`config.mk`:
```
export PLATFORM = sky130hd
export DESIGN_NAME = qspi_sram_controller
export DESIGN_NICKNAME = d
export VERILOG_FILES = /design/src/rtl/qspi_sram_controller.sv
export SDC_FILE = /design/constraint.sdc
export NUM_CORES = 1
export LEC_CHECK = 0
export CAP_MARGIN = 20
export CORE_MARGIN = 8
export CORE_UTILIZATION = 33
export DETAILED_ROUTE_END_ITERATION = 10
export PLACE_DENSITY = 0.57
export SLEW_MARGIN = 10
export SYNTH_ARGS = -nofsm -noshare
export SYNTH_HDL_FRONTEND = slang
export SYNTH_SLANG_ARGS = --single-unit
```
`constraint.sdc`:
```
create_clock -name clk -period 5.1 [get_ports clk]
set_input_delay 1.275 -clock clk [delete_from_list [all_inputs] [get_ports clk]]
set_output_delay 1.275 -clock clk [all_outputs]
set_load 0.01 [all_outputs]
```
`src/rtl/qspi_sram_controller.sv`:
```
// SQI byte initiator (cmd, 24-bit addr, dummy, data nibble; SCK = clk/2 mode 0); req_ready only in IDLE,
// done 2N+1 cycles after accept. `define SRAM_INIT_EN to send EQIO 8'h38 in 1-bit SPI mode after reset.
module qspi_sram_controller #(
   parameter int unsigned DUMMY_CYCLES = 2,
   parameter int unsigned MIN_DESELECT = 2,
   parameter logic [7:0]  READ_CMD     = 8'h03,
   parameter logic [7:0]  WRITE_CMD    = 8'h02
) (
   input  logic        clk,
   input  logic        rst,
   input  logic        req_valid,
   output logic        req_ready,
   input  logic        req_we,
   input  logic [23:0] req_addr,
   input  logic [7:0]  req_wdata,
   output logic        resp_valid,
   output logic [7:0]  resp_rdata,
   output logic        sck,
   output logic        ss_n,
   output logic [3:0]  sio_out,
   output logic [3:0]  sio_oe,
   input  logic [3:0]  sio_in
);

   localparam logic [5:0] LAST_WR    = 6'd19;
   localparam logic [5:0] LAST_RD    = 6'(2 * (10 + DUMMY_CYCLES) - 1);
   localparam logic [4:0] RD_FIRST   = 5'(8 + DUMMY_CYCLES);
   localparam logic [3:0] DESEL_LOAD = 4'(MIN_DESELECT - 1);

   typedef enum logic [1:0] {IDLE, SHIFT, DESELECT, INIT} state_t;

`ifdef SRAM_INIT_EN
   localparam logic [7:0] EQIO_CMD  = 8'h38;
   localparam logic [5:0] LAST_INIT = 6'd15;
   localparam state_t     RST_STATE = INIT;
`else
   localparam state_t     RST_STATE = IDLE;
`endif

   state_t      r_state, w_next_state;
   logic [5:0]  r_step;
   logic [39:0] r_shift;
   logic        r_we;
   logic [7:0]  r_rx;
   logic [3:0]  r_dcnt;
   logic        r_sck, r_ss_n, r_resp_valid;
   logic [3:0]  r_sio_out, r_sio_oe;
   logic [7:0]  r_resp_rdata;

   logic [5:0]  w_last_step;
   logic        w_last_edge;
   logic        w_init_start;
   logic [4:0]  w_nib_cur, w_nib_next;
   logic [7:0]  w_cmd;

   assign req_ready  = (r_state == IDLE);
   assign resp_valid = r_resp_valid;
   assign resp_rdata = r_resp_rdata;
   assign sck        = r_sck;
   assign ss_n       = r_ss_n;
   assign sio_out    = r_sio_out;
   assign sio_oe     = r_sio_oe;

   assign w_cmd      = req_we ? WRITE_CMD : READ_CMD;
   assign w_nib_cur  = r_step[5:1];
   assign w_nib_next = r_step[5:1] + 5'd1;

   always_comb begin
      w_last_step = r_we ? LAST_WR : LAST_RD;
`ifdef SRAM_INIT_EN
      if (r_state == INIT) w_last_step = LAST_INIT;
`endif
   end

   // Odd steps are the sck-high cycles; the last one closes the transaction.
   assign w_last_edge = r_step[0] && (r_step == w_last_step);

`ifdef SRAM_INIT_EN
   assign w_init_start = (r_state == INIT) && r_ss_n;
`else
   assign w_init_start = 1'b0;
`endif

   always_ff @(posedge clk or posedge rst) begin
      if (rst) r_state <= RST_STATE;
      else     r_state <= w_next_state;
   end

   always_comb begin
      w_next_state = r_state;
      case (r_state)
         IDLE:     if (req_valid) w_next_state = SHIFT;
         DESELECT: if (r_dcnt == 4'd0) w_next_state = IDLE;
         default:  if (w_last_edge) w_next_state = DESELECT;
      endcase
   end

   always_ff @(posedge clk or posedge rst) begin
      if (rst) begin
         r_step       <= 6'd0;
         r_shift      <= 40'd0;
         r_we         <= 1'b0;
         r_rx         <= 8'd0;
         r_dcnt       <= 4'd0;
         r_sck        <= 1'b0;
         r_ss_n       <= 1'b1;
         r_sio_out    <= 4'h0;
         r_sio_oe     <= 4'h0;
         r_resp_valid <= 1'b0;
         r_resp_rdata <= 8'd0;
      end else begin
         r_resp_valid <= 1'b0;
         case (r_state)
            IDLE: begin
               if (req_valid) begin
                  r_we      <= req_we;
                  r_ss_n    <= 1'b0;
                  r_sck     <= 1'b0;
                  r_step    <= 6'd0;
                  r_sio_oe  <= 4'hF;
                  r_sio_out <= w_cmd[7:4];
                  r_shift   <= {w_cmd[3:0], req_addr, req_wdata, 4'h0};
               end
            end
            DESELECT: begin
               if (r_dcnt != 4'd0) r_dcnt <= r_dcnt - 4'd1;
            end
            default: begin
`ifdef SRAM_INIT_EN
               if (w_init_start) begin
                  r_we      <= 1'b1;
                  r_ss_n    <= 1'b0;
                  r_sck     <= 1'b0;
                  r_step    <= 6'd0;
                  r_sio_oe  <= 4'b0001;
                  r_sio_out <= {3'b000, EQIO_CMD[7]};
                  r_shift   <= {EQIO_CMD[6:0], 33'd0};
               end else
`endif
               begin
                  r_step <= r_step + 6'd1;
                  if (!r_step[0]) begin
                     r_sck <= 1'b1;
                     if (r_state == SHIFT && !r_we && w_nib_cur >= RD_FIRST)
                        r_rx <= {r_rx[3:0], sio_in};
                  end else if (w_last_edge) begin
                     r_sck     <= 1'b0;
                     r_ss_n    <= 1'b1;
                     r_sio_oe  <= 4'h0;
                     r_sio_out <= 4'h0;
                     r_dcnt    <= DESEL_LOAD;
                     if (r_state == SHIFT) begin
                        r_resp_valid <= 1'b1;
                        if (!r_we) r_resp_rdata <= r_rx;
                     end
                  end else begin
                     r_sck <= 1'b0;
                     if (r_state == INIT) begin
                        r_sio_out <= {3'b000, r_shift[39]};
                        r_shift   <= {r_shift[38:0], 1'b0};
                     end else if (r_we || w_nib_next < 5'd8) begin
                        r_sio_out <= r_shift[39:36];
                        r_shift   <= {r_shift[35:0], 4'h0};
                     end else begin
                        // Bus turnaround: release SIO for dummy and read nibbles.
                        r_sio_out <= 4'h0;
                        r_sio_oe  <= 4'h0;
                     end
                  end
               end
            end
         endcase
      end
   end

   wire w_unused_init = w_init_start;

endmodule

```
==> results of run 1 <==
[final timing paths]
check	to	cells past startpoint
min in group asynchronous	r_shift[27]	2
worst min-delay path	resp_rdata[5]	1
worst max register to register	r_shift[29]	5
worst min register to register	resp_rdata[5]	1
worst max-delay path	req_ready	4
max in group asynchronous	ss_n	3
[flip-flops by register name, summed over array words and instances (netlist names), 2 cells and up]
name,flops
sio_out,4
r_step,6
r_dcnt,4
resp_rdata,8
r_shift,36
r_rx,8
r_state,2
[synth_stat cells (2+ instances only)]
| library cell | instances | share of area (%) |
|---|---|---|
| sky130_fd_sc_hd__mux2i_1 | 31 | 7.7 |
| sky130_fd_sc_hd__nand3_1 | 6 | 0.75 |
| sky130_fd_sc_hd__clkbuf_1 | 11 | 1.0 |
| sky130_fd_sc_hd__buf_8 | 2 | 0.75 |
| sky130_fd_sc_hd__a21oi_1 | 3 | 0.37 |
| sky130_fd_sc_hd__a22o_1 | 8 | 1.7 |
| sky130_fd_sc_hd__buf_6 | 3 | 0.84 |
| sky130_fd_sc_hd__ha_1 | 7 | 2.2 |
| sky130_fd_sc_hd__and2_1 | 2 | 0.31 |
| sky130_fd_sc_hd__mux2_2 | 4 | 1.1 |
| sky130_fd_sc_hd__mux2_4 | 35 | 13 |
| sky130_fd_sc_hd__a211oi_1 | 2 | 0.37 |
| sky130_fd_sc_hd__and3_1 | 2 | 0.31 |
| sky130_fd_sc_hd__nand2_1 | 40 | 3.7 |
| sky130_fd_sc_hd__nand4b_1 | 2 | 0.44 |
| sky130_fd_sc_hd__nor2_1 | 5 | 0.47 |
| sky130_fd_sc_hd__nand2b_1 | 4 | 0.62 |
| sky130_fd_sc_hd__buf_2 | 3 | 0.37 |
| sky130_fd_sc_hd__o21ai_0 | 37 | 4.6 |
| sky130_fd_sc_hd__mux2_1 | 13 | 3.6 |
| sky130_fd_sc_hd__o21ai_1 | 8 | 0.99 |
| sky130_fd_sc_hd__nor3_1 | 3 | 0.37 |
| sky130_fd_sc_hd__dfrtp_1 | 71 | 44 |
| sky130_fd_sc_hd__xor2_1 | 2 | 0.44 |
| sky130_fd_sc_hd__a32o_1 | 2 | 0.50 |
| sky130_fd_sc_hd__inv_1 | 11 | 1.0 |
| sky130_fd_sc_hd__nor2b_1 | 3 | 0.47 |
| sky130_fd_sc_hd__buf_4 | 4 | 0.75 |
| sky130_fd_sc_hd__nor4_1 | 2 | 0.31 |
| sky130_fd_sc_hd__a31oi_1 | 2 | 0.31 |
[per-layer routing]
layer  part of all wire (%)  GRT usage, %
met3                    4.3          2.85
met1                     52          15.6
met2                     42          16.2
met4                    1.3          3.82
met5                      0             0
[per-stage QoR]
step,std cells,hold WS [ns],total power [W],utilization (%)
floorplan,350,0.458,0.00212,-
global placement,533,0.464,0.00233,38.9
detailed placement,533,0.481,0.00236,38.9
CTS,549,0.493,0.00306,41.6
global route,549,0.507,0.00324,41.6
finish,549,0.487,0.00302,41.6
[area by class of cell]
cell class / count / share of cell area, %
Clock buffer: 12 / 5.15
Clock inverter: 4 / 1.53
Inverter: 11 / 0.829
Multi-Input combinational cell: 242 / 40.4
Sequential cell: 72 / 36.2
Tap cell: 147 / 3.69
Timing Repair Buffer: 61 / 12.2
[worst max-delay path, cell delays in order (launching register included)]
cell                              delay [ns]
sky130_fd_sc_hd__dfrtp_1                0.47
sky130_fd_sc_hd__inv_1                  0.15
sky130_fd_sc_hd__ha_2                   0.29
sky130_fd_sc_hd__buf_4                  0.52
sky130_fd_sc_hd__clkdlybuf4s50_1        0.66
[cells by family after synthesis]
group                      count (synthesis)
and+or+nand+nor                           75
xor gates and xnor gates                   4
AOI/OAI and AO/OA                         73
buffers and inverters                     36
muxes                                     83
adders and majority gates                  7
DFF                                       72
[where the power goes]
group / total [W] / leakage (nW) / internal [W] / switching [W]
Sequential: 0.000992 / 0.931 / 0.000785 / 0.000207
Combinational: 0.00134 / 1.05 / 0.000740 / 0.000605
Clock: 0.000687 / 0.159 / 0.000456 / 0.000231
Total: 0.00302 / 2.14 / 0.00198 / 0.00104
==> results.txt, run 1 <==
The run finished with clean final reports. The xor/xnor cell area share of the yosys netlist is 1.06%. The fraction of the yosys area taken by sequential cells was 44.8%; the clock sink total was 72. Summing the areas of all fa, ha and maj instances in the mapped netlist gives 2.18% of the synthesized area.

The initial antenna violation count was 0; the summed area of non-filler cells in the final layout was 0.00498 mm². For the count of endpoints failing hold in the final timing report, the log shows 0. The root buffer cell chosen for the clock tree is sky130_fd_sc_hd__clkbuf_16. Data on the critical path arrives at its endpoint at 2.42 ns. The simple-gate share of the synthesized area was 9.17%; the synthesized netlist net count was 397.

The max-cap violation count was 0; the share of the clock period used by the worst path after layout was 72.5%. The mean instance size in the synthesized netlist works out to 11.5 µm². For the pin with the worst max-slew slack, the measured transition is 1.04 ns. The max-slew violation count was 0; the maximum level of the CTS H-tree was 3.

The first global-routing pass estimated 14700 µm of wire. The compound-gate portion of the synthesized area works out to 12.0%. Yosys mapped a number of flops with a built-in enable equal to 0.

The number of antenna diodes in the final layout is 0. The clock period minus final worst setup slack was 3.70 ns. The fraction of layout instances using a drive strength above 1 works out to 16.9%. The worst max-slew margin expressed relative to the limit is 30.6%, and the unique cell type count in the Yosys netlist is 52.

IR analysis of the VDD net gives a maximum drop of 0.000260 V. Pin placement for this block handled 60 I/O pins. The number of iterations in the first detailed-routing pass was 4; the number of nets in the finished design was 444.

The run gives 0 as the global-route congestion overflow total. In this run the core area contains 40 standard-cell rows. The combined flip-flop and latch cell area is 0.00180 mm², and the number of buffers inserted by port buffering is 59.

For this run, the top clock speed supported by timing is 270 MHz. The data required time at the worst endpoint came out at 3.83 ns. In this run, CTS created clock tree buffers numbering 9. TritonCTS built the clock tree. The placed instances occupy a cell area of 0.00465 mm². The tools report the number of gates resized after cts as 0. In this run the worst setup path begins at r_state[0].

The congestion estimate from routability-driven global placement came to 0.792. The worst register-to-register path has a setup slack of 2.11 ns. The remaining antenna violation count is 0.

During synthesis, Yosys emitted a total of 0 warnings. Setup violations remaining at the end of the flow were counted as 0. The category of the worst setup path launch point was a flop. Flip-flop and latch count after synthesis: 72. Setup repair after global routing left no endpoint under its margin. The tools report the start point of the worst hold path as r_rx[5]. Clock-pin slew was measured on the worst setup and hold paths at 0.06 ns. For this run, the leading register cell type out of synthesis is sky130_fd_sc_hd__dfrtp_1. Clock latency on the worst-skew pair, taken at its later pin, is 0.32 ns. The floorplan step set the die height to 126 µm. After detailed routing, the number of vias per cell comes to 5.01.

In the routed design, unresolved DRC markers number 0. The critical register-to-register path startpoint was r_step[0]. The via total after detailed routing came out at 2748. In the final timing run, aggregate negative setup slack is 0 ns. The logs give 2864 for the number of global-route vias before repair and 350 for the number of instances in the synthesized netlist.

The multiplexer share of the synthesized area works out to 25.5%. The area growth from synthesis to layout is 23.7%. The critical path in this run is classified as flop to output port.

STA classifies the critical path endpoint as an output port. Buffers inserted to repair hold after CTS numbered 0. Once the clock tree was built, the setup fixing pass inserted 0 buffers. The global-route total usage across every layer is 11.1%. The logs give 1.40 ns for the final critical-path setup slack and 33.7% for the starting density of the core. After detailed routing, the average wire length per cell comes to 15.5 µm. The tools report the number of design-rule violations left by the first detailed-router iteration as 169. The top cell types in the final layout, fill and taps aside, are 71 x sky130_fd_sc_hd__dfrtp_1, 59 x sky130_fd_sc_hd__clkdlybuf4s50_1, 40 x sky130_fd_sc_hd__nand2_1, 37 x sky130_fd_sc_hd__o21ai_0, 35 x sky130_fd_sc_hd__mux2_4. After filler insertion, the fill cell instance count of the layout stands at 1161.

The logs give 1.37 ns for the pre-CTS setup slack and 0.0160 mm² for the area of the die. The largest driver fanout on the critical path came out at 67. Clock skew on the completed layout was measured at 0.00785 ns. The post-DP HPWL is 6080 µm, and the async set-reset flop share out of synthesis is 100%.

Dividing total power by cell area gives a power density of 607 mW/mm². The tightest min-delay check is of the flop to flop type. The region available for standard cell placement spans 0.0120 mm². Summed over all layers, the routed wires come to 8520 µm.

The library cell used most frequently in the layout, excluding fill and tap cells, is sky130_fd_sc_hd__dfrtp_1. Summing every instance area after synthesis gives 0.00403 mm². The maximum number of pins on one net before global-route repair was 68. By area, the combinational part of the netlist is dominated by multiplexers. For this design the static power due to leakage is 2.14 nW. The clock passes through at most 2 buffers.

The footprint of the multi-input gates was 0.00201 mm². The x dimension of the die is 126 µm.
Note: power is estimated with default switching activity, not from simulation.
==> inputs of run 2 (changes only) <==
- clock period: 5.1 -> 3.8 ns (I/O delays scaled with it)
==> results.txt, run 2 (same netlist as run 1, synthesis figures left out) <==
The number of nets in the finished design came out at 446 (+0.45%). The via total after detailed routing is 2741 (-0.25%), and the overall die height is 126 µm (unchanged). The tools report the remaining antenna violation count as 0 (unchanged). The post-DP HPWL was 6180 µm (+1.6%). Grouping stages by cell kind, the critical path spends the most delay in compound AO/OA/AOI/OAI gates. The area of the placeable core was 0.0120 mm² (unchanged). The fraction of layout instances using a drive strength above 1 works out to 17.3% (+0.41 points).

Leaving out fill and tap cells, the most frequent cells in the layout are 71 x sky130_fd_sc_hd__dfrtp_1, 59 x sky130_fd_sc_hd__clkdlybuf4s50_1, 40 x sky130_fd_sc_hd__nand2_1, 37 x sky130_fd_sc_hd__o21ai_0, 35 x sky130_fd_sc_hd__mux2_4. The ratio of routed vias to standard cells works out to 4.97 (-0.62%). The remaining routing DRC violations is 0 (unchanged), and the number of flip-flops in the largest register is 36 (unchanged). The tools report the first-pass GRT wire length as 14500 µm (-1.8%).

The tools report the number of CTS-inserted buffers as 9 (unchanged). The number of design-rule violations left by the first detailed-router iteration is 143 (-15%). The category of the critical setup timing path was flop to flop.

The total setup violations reported at the end of the flow is 0 (unchanged), and the total wire length is 8690 µm (+2.0%). For the post-CTS setup repair buffer count, the log shows 0 (unchanged). Type of destination of the critical path: a flop.

The min-delay analysis places its worst path in the category flop to flop. The worst max-slew margin expressed relative to the limit was 31.6% (+1.0 points). The clock sink total is 72 (unchanged). The I/O pin count came out at 60 (unchanged).

The synthesis-to-layout area growth is 23.6%, and the final critical-path setup slack is 0.864 ns (-0.536 ns). The root buffer cell was sky130_fd_sc_hd__clkbuf_16. The source-to-sink clock delay at the later pin of the worst-skew pair was 0.33 ns (about the same); the pre-CTS setup slack was 0.692 ns (-0.680 ns).

The maximum number of buffers from clock root to sink was 2 (unchanged); the post-layout instance count excluding filler cells was 551 (+0.36%). The run gives 0 (unchanged) as the max-cap violation count. The number of gates resized after cts is 0 (unchanged). Derived from the worst setup path, the maximum achievable clock frequency is 341 MHz. Internal reg-to-reg setup slack: 0.86 ns (-1.25 ns).

TritonCTS built the clock tree. For the final total power, the log shows 0.00400 W (+32%). Starting density of the core: 33.7% (unchanged). The signal on the critical path passes through ha_1, nand4b_1, nor3_4, a211o_2, mux2_1.

The power density normalized to cell area is 805 mW/mm² (+33%). Setup repair after global routing left no endpoint under its margin. The tools report the data required time at the worst endpoint as 4.01 ns (+0.18 ns).

The transition time at the pin with the least slew margin is 1.03 ns (-0.0155 ns), and the peak per-stage delay on the critical path is 0.89 ns (+0.23 ns). The number of buffers inserted by port buffering came out at 59 (unchanged). The global-route total usage across every layer was 11.1% (-0.037 points); the global-route congestion overflow total was 0 (unchanged). The number of buffer and inverter instances along the worst setup path works out to 0 (-3). The tools report the number of instances in the placed design as 535 (+0.38%).

The largest driver fanout on the critical path works out to 35 (-48%). The number of global-route vias before repair came out at 2864 (unchanged). The average wire per standard cell was 15.8 µm (+1.7%).

The maximum level of the CTS H-tree is 3 (unchanged). For the count of endpoints failing hold in the final timing report, the log shows 0 (unchanged). Counting flops per register, the top entry is r_shift. The max-slew violation count came out at 0 (unchanged).

The endpoint arrival time on the critical path came out at 3.14 ns (+0.72 ns). The setup TNS is 0 ns (unchanged). The flow ran to the end, and the final reports show no timing, DRC or antenna violations. The initial antenna violation count is 0 (unchanged), and the maximum ir drop on the vdd rail is 0.000452 V (+74%). The tools report the number of inserted filler cells in the final layout as 1128 (-2.8%). The library cell used most frequently in the layout, excluding fill and tap cells, is sky130_fd_sc_hd__dfrtp_1. For the area of the die, the log shows 0.0160 mm² (unchanged). The slowest cell on the critical path was sky130_fd_sc_hd__a211o_2. The cell row count is 40 (unchanged). The tools report the category of the worst setup path launch point as a flop. Share of the clock period used by the worst path after layout: 77.3%. The clock period minus final worst setup slack was 2.94 ns.

Clock transition at the registers of the reported paths: 0.06 ns (about the same). Cell leakage power: 2.14 nW (about the same). The x dimension of the die was 126 µm (unchanged); the diode insertion count for antenna repair was 0 (unchanged). The tools report the maximum number of pins on one net before global-route repair as 65 (-4.4%). The run gives 0.00965 ns (+0.00180 ns) as the largest clock skew in the final design.

The run gives 0.795 (+0.37%) as the placer's final routability congestion estimate. The logs give 4 (unchanged) for the number of iterations in the first detailed-routing pass and 0 (unchanged) for the post-cts hold buffer count.
## run 2: cell count changes in the layout (fill, tap and decap cells not counted), sizes merged
| cell | previous run | this run |
|---|---|---|
| buf | 2 | 4 |
| bufinv | 2 | 1 |
| clkbuf | 12 | 11 |
| clkinv | 1 | 3 |
## run 2: final cells by class
type | count | area, µm² | share of cell area (%)
Tap cell | 147 | 184 | 3.70
Sequential cell | 72 | 1800 | 36.2
Clock buffer | 11 | 243 | 4.88
Clock inverter | 5 | 56.3 | 1.13
Timing Repair Buffer | 63 | 633 | 12.7
Multi-Input combinational cell | 242 | 2010 | 40.5
Inverter | 11 | 41.3 | 0.830
## run 2: worst paths after layout
path,startpoint,endpoint,depth (start not counted)
setup / recovery,r_step[0],r_shift[26],5
hold / removal,r_rx[4],resp_rdata[4],1
setup reg to reg,r_step[0],r_shift[26],5
hold reg to reg,r_rx[4],resp_rdata[4],1
max in group asynchronous,rst,ss_n,3
min in group asynchronous,rst,resp_rdata[5],2
## run 2: where the power goes
| part | switching, W | total [W] | internal [W] |
|---|---|---|---|
| clock network | 0.000315 | 0.000840 | 0.000525 |
| logic | 0.000823 | 0.00183 | 0.00101 |
| registers | 0.000279 | 0.00133 | 0.00105 |
| total | 0.00142 | 0.00400 | 0.00259 |
## run 2: per-layer routing
layer | GRT usage, % | share of wire (%)
met1 | 14.8 | 50
met4 | 2.97 | 1.0
met2 | 16.8 | 44
met3 | 3.77 | 5.7
met5 | 0 | 0
## run 2: through the flow
step	cell area [µm²]	util [%]	hold WS, ns
finish	4970	41.6	0.485
global route	4970	41.6	0.513
CTS	4970	41.6	0.492
detailed placement	4680	39.1	0.483
global placement	4680	39.1	0.464
floorplan	4030	-	0.458
